<file path="src/rtl/counter_pkg.sv">
// Shared encodings for the multi-mode counter family: count modes and the
// direction flag values used on the dir output.
package counter_pkg;

    typedef enum logic [1:0] {
        MODE_UP_WRAP   = 2'b00,
        MODE_DOWN_WRAP = 2'b01,
        MODE_TRIANGLE  = 2'b10,
        MODE_UP_SAT    = 2'b11
    } mode_e;

    localparam logic DIR_UP   = 1'b0;
    localparam logic DIR_DOWN = 1'b1;

endpackage

</file>
<file path="src/rtl/counter_next_state.sv">
// Combinational successor function of the counter: given the current count,
// direction and mode, computes the count, direction and tc of the next edge.
module counter_next_state
    import counter_pkg::*;
#(
    parameter int WIDTH     = 4,
    parameter int MAX_COUNT = 2**WIDTH - 1
) (
    input  logic [WIDTH-1:0] q,
    input  logic             dir,
    input  logic [1:0]       mode,
    output logic [WIDTH-1:0] next_q,
    output logic             next_dir,
    output logic             next_tc
);

    localparam logic [WIDTH-1:0] MAX_Q  = WIDTH'(MAX_COUNT);
    localparam logic [WIDTH-1:0] ZERO_Q = '0;
    localparam logic [WIDTH-1:0] ONE_Q  = WIDTH'(1);

    logic at_max;
    logic at_zero;

    assign at_max  = (q == MAX_Q);
    assign at_zero = (q == ZERO_Q);

    always_comb begin
        // NOTE: every output gets a default before the case so no path can infer a latch.
        next_q   = q;
        next_dir = dir;
        next_tc  = 1'b0;
        case (mode_e'(mode))
            MODE_UP_WRAP: begin
                next_q   = at_max ? ZERO_Q : q + ONE_Q;
                next_dir = DIR_UP;
                next_tc  = (next_q == MAX_Q);
            end
            MODE_DOWN_WRAP: begin
                next_q   = at_zero ? MAX_Q : q - ONE_Q;
                next_dir = DIR_DOWN;
                next_tc  = (next_q == ZERO_Q);
            end
            MODE_TRIANGLE: begin
                // Bounce off each endpoint so it is visited once per period.
                if (dir == DIR_UP) begin
                    if (at_max) begin
                        next_q   = MAX_Q - ONE_Q;
                        next_dir = DIR_DOWN;
                    end else begin
                        next_q = q + ONE_Q;
                    end
                end else begin
                    if (at_zero) begin
                        next_q   = ONE_Q;
                        next_dir = DIR_UP;
                    end else begin
                        next_q = q - ONE_Q;
                    end
                end
                next_tc = (next_q == MAX_Q) || (next_q == ZERO_Q);
            end
            MODE_UP_SAT: begin
                next_q   = at_max ? MAX_Q : q + ONE_Q;
                next_dir = DIR_UP;
                next_tc  = !at_max && (next_q == MAX_Q);
            end
        endcase
    end

endmodule

</file>
<file path="src/rtl/counter_nbit_mode.sv">
// Parametrised multi-mode counter: registered q/dir/tc with clamped load,
// count enable and four count modes (up-wrap, down-wrap, triangle, up-saturate).
module counter_nbit_mode
    import counter_pkg::*;
#(
    parameter int WIDTH       = 4,
    parameter int MAX_COUNT   = 2**WIDTH - 1,
    parameter int RESET_VALUE = 0
) (
    input  logic             clock,
    input  logic             clear,
    input  logic             enable,
    input  logic [1:0]       mode,
    input  logic             load,
    input  logic [WIDTH-1:0] load_value,
    output logic [WIDTH-1:0] q,
    output logic             dir,
    output logic             tc
);

    localparam logic [WIDTH-1:0] MAX_Q   = WIDTH'(MAX_COUNT);
    localparam logic [WIDTH-1:0] RESET_Q = WIDTH'(RESET_VALUE);

    logic [WIDTH-1:0] next_q;
    logic [WIDTH-1:0] load_q;
    logic             next_dir;
    logic             next_tc;

    counter_next_state #(
        .WIDTH    (WIDTH),
        .MAX_COUNT(MAX_COUNT)
    ) u_next_state (
        .q       (q),
        .dir     (dir),
        .mode    (mode),
        .next_q  (next_q),
        .next_dir(next_dir),
        .next_tc (next_tc)
    );

    // Out-of-range loads clamp so q can never exceed MAX_COUNT.
    assign load_q = (load_value > MAX_Q) ? MAX_Q : load_value;

    // NOTE: state registers use non-blocking assignments so all three update together at the edge.
    always_ff @(posedge clock or negedge clear) begin
        if (!clear) begin
            q   <= RESET_Q;
            dir <= DIR_UP;
            tc  <= 1'b0;
        end else if (load) begin
            q  <= load_q;
            tc <= 1'b0;
        end else if (enable) begin
            q   <= next_q;
            dir <= next_dir;
            tc  <= next_tc;
        end else begin
            tc <= 1'b0;
        end
    end

endmodule

</file>
<file path="config.mk">
export PLATFORM = sky130hd
export DESIGN_NAME = counter_nbit_mode
export DESIGN_NICKNAME = d
export VERILOG_FILES = /design/src/rtl/counter_pkg.sv /design/src/rtl/counter_next_state.sv /design/src/rtl/counter_nbit_mode.sv
export SDC_FILE = /design/constraint.sdc
export NUM_CORES = 1
export LEC_CHECK = 0
export CORE_MARGIN = 2
export CORE_UTILIZATION = 56
export DETAILED_ROUTE_END_ITERATION = 12
export GPL_TIMING_DRIVEN = 0
export PLACE_DENSITY = 0.92
export RECOVER_POWER = 50
export SYNTH_ARGS = -nofsm -noshare
export SYNTH_HDL_FRONTEND = slang
export SYNTH_SLANG_ARGS = --single-unit
export TNS_END_PERCENT = 50
</file>
<file path="constraint.sdc">
create_clock -name clock -period 3 [get_ports clock]
set_input_delay 0.45 -clock clock [delete_from_list [all_inputs] [get_ports clock]]
set_output_delay 0.45 -clock clock [all_outputs]
set_load 0.01 [all_outputs]
</file>
==> summary.md <==
| Metric | Value |
|---|---|
| WS Path Type | reg -> reg |
| Count leader, synth | nand2_1 |
| Min cycle time layout | around 2.3 ns |
| Clock Latency Late Sink | approximately 0.24 ns |
| Fillers | ~120 |
| Max Cap Viol | 0 |
| CTS tree | done |
| Arr. time, crit path | 2.46 ns |
| CP peak stage delay | 0.43 ns |
| Worst path cell trace | buf_2, inv_1, ha_1, nor3b_2, o221ai_2, a221o_1, a31oi_1, o21ai_1 |
| Most used DFF post-synth | dfrtp_1 |
| Input/output buffers | 14 |
| Ports | 16 |
| Num CTS Buffers | 3 |
| Crit path max-delay cell type | dfrtp_1 |
| Synthesis Warnings | 0 |
| Syn avg cell area | 7.83 sq um |
| Die height | between 40 and 50 um |
| CP required | approximately 3.1 ns |
| Core Box Area | around 1500 sq um |
| Rows | 14 |
| Rel. slew slack | 0.701 |
| Worst-Margin Slew | 0.449 ns |
| Largest net degree at the start of global routing | 11 |
| Worst Setup Slack, final | 0.651 ns |
| Vias per inst | 6.80 |
| WL per Instance | 16.4 um |
| HPWL Detailed | between 1.5 and 2 mm |
| Drc violations | 0 |
| Global placer's final weighted congestion | around 0.9 |
| Post-CTS resize count | 0 |
| Pleak | 0.480 nW |
| RSZ-0062 raised after global routing | no |
| Cell-internal power | 250 uW |
| Die width | 44.8 um |
| Initial DRC count | 44 |
| Total grt overflow | 0 |
| Peak VDD IR | approximately 0.00038 V |
| Clock network power share | 0.169 |
| Top cells by count, synth | nand2_1, a21oi_1, ha_1 |
| Sw Ratio | 0.421 |
| Run status | completed |
| Post-synth top area cell | dfrtp_1 |
| Syn Inst Count | roughly 120 |
| HP Class | in -> async |
| Synth area leaders | dfrtp_1, ha_1, a21oi_1, nand2_1, nand2b_1 |
| Sink Count | 6 |
| Clock root buffer | clkbuf_4 |
| Crit end category | register |
| First-pass GRT wire length | approximately 4.2 mm |
| Post-Syn Area | 932 sq um |
| Hold Violations, Final | 0 |
| Cts hold-fix bufs | 0 |
| Slew Viols, Final | 0 |
| Vias in the first global route | 974 |
| Initial core utilization | 0.605 |
| Layout area overhead | 19.6% |
| Number of setup buffers added after CTS | 0 |
| Hold Worst Slack | around 0.53 ns |
| Nets | between 150 and 200 |
| Final Cycle Share | 0.783 |
| Initial antenna violation count | 0 |
| Final-report setup violation count | 0 |
| Seq pwr share | 0.239 |
| Post-synth EDFFs | 0 |
| Total Wirelength | roughly 2.5 mm |
| Synth Register Bits | 6 |
| Combinational group share of total power | 0.593 |
| Power density over the cells | 388 nW/um^2 |
| All-layer global routing usage | 0.291 |
| Setup TNS | 0 ns |
| Switching power | approximately 180 uW |
| Maximum buffer depth of the clock tree | 2 |
| Die area | roughly 2000 sq um |
| Vias | 1033 |
| Register area share after synthesis | 0.161 |
| Upper clock frequency limit | approximately 430 MHz |
| Clock-pin slew on the worst setup and hold paths | roughly 0.040 ns |
| Share of layout cells above drive strength 1 | 0.147 |
| Total Power | 433 uW |
| Synth cell types | 46 |
| N_diodes | 0 |
| Critical Path Source Type | register |
| H-tree Lvls | 1 |
| Detailed Routing Iterations Pass 1 | 5 |
| Cell depth of the worst flop-to-flop path | 8 |
| Post-route clock skew | just under 0.005 ns |
| Synth top area share | 0.161 |
| Async set-reset flop share out of synthesis | 1.00 |
| Worst-path fanout max | 10 |
| DP Worst Slack | roughly 0.66 ns |
| Detail Route Antenna Nets | 0 |
| Post-synthesis net count | between 100 and 150 |
==> cell families after synthesis <==
kind of cell / share of synthesized area
AO/OA/AOI/OAI: 0.329
AND/OR/NAND/NOR: 0.255
buffers and inverters: 0.0846
adder cells (fa/ha/maj): 0.121
flip-flops: 0.161
XOR/XNOR: 0.0282
multiplexers: 0.0215
==> registers in the layout (all words and copies together) (netlist names) <==
register	cells
q	4
dir	1
tc	1
==> power by group through the flow <==
stage	clock network (mW)	logic, mW	registers [mW]
2_1_floorplan	0	0.176	0.106
3_3_place_gp	0	0.246	0.103
3_5_place_dp	0	0.253	0.104
4_1_cts	0.0759	0.254	0.103
5_1_grt	0.0855	0.280	0.104
6_report	0.0730	0.256	0.103
==> critical path: cells and delay by family, from the launching register on <==
| family | cells | cell delay (ns) |
|---|---|---|
| AO/OA/AOI/OAI | 4 | 0.82 |
| adder cells (fa/ha/maj) | 1 | 0.28 |
| buffers and inverters | 2 | 0.44 |
| flip-flops | 1 | 0.43 |
| AND/OR/NAND/NOR | 1 | 0.25 |
==> worst paths after layout <==
| kind | startpoint | end | slack [ns] |
|---|---|---|---|
| setup / recovery | q[0] | q[1] | 0.65 |
| hold / removal | clear | tc | 0.53 |
| setup reg to reg | q[0] | q[1] | 0.65 |
| hold reg to reg | dir | dir | 0.83 |
| max in group asynchronous | clear | q[1] | 2.24 |
| min in group clock | enable | q[1] | 0.63 |
==> layer usage <==
metal | wire [um] | global-route usage | part of all wire
met5 | 0 | 0 | 0
met4 | 74 | 0.129 | 0.030
met3 | 223 | 0.0800 | 0.090
met2 | 1260 | 0.493 | 0.51
met1 | 934 | 0.342 | 0.37
==> per-stage QoR <==
stage	util	cell area [sq um]	std cells
6_report	0.723	1110	152
4_1_cts	0.723	1110	152
3_3_place_gp	0.709	1090	149
5_1_grt	0.723	1110	152
3_5_place_dp	0.709	1090	149
2_1_floorplan	-	932	119
==> layout by cell type (no fill, tap or decap), types with 3 or more instances in the layout <==
master / Yosys / final
ha_1: 9 / 9
clkbuf_4: 0 / 3
dfrtp_1: 6 / 6
nand2_1: 13 / 13
nor2b_1: 3 / 3
buf_2: 6 / 6
nor2_1: 6 / 6
and3_1: 3 / 3
a21oi_1: 11 / 11
nand2b_1: 5 / 5
dlygate4sd3_1: 0 / 4
inv_1: 5 / 5
o21ai_0: 4 / 4
o21ai_1: 3 / 3
clkdlybuf4s50_1: 0 / 10
==> final cells by class <==
cell class              instances  area [sq um]  share of cell area
repair buffers                 14           140               0.126
inverters                       5          18.8              0.0168
well taps                      16          20.0              0.0180
clock buffers                   3          22.5              0.0202
multi-input cells              98           703               0.631
plain buffers                  10          60.1              0.0539
flip-flops and latches          6           150               0.135
No activity file was read; power rests on OpenSTA's default activity.
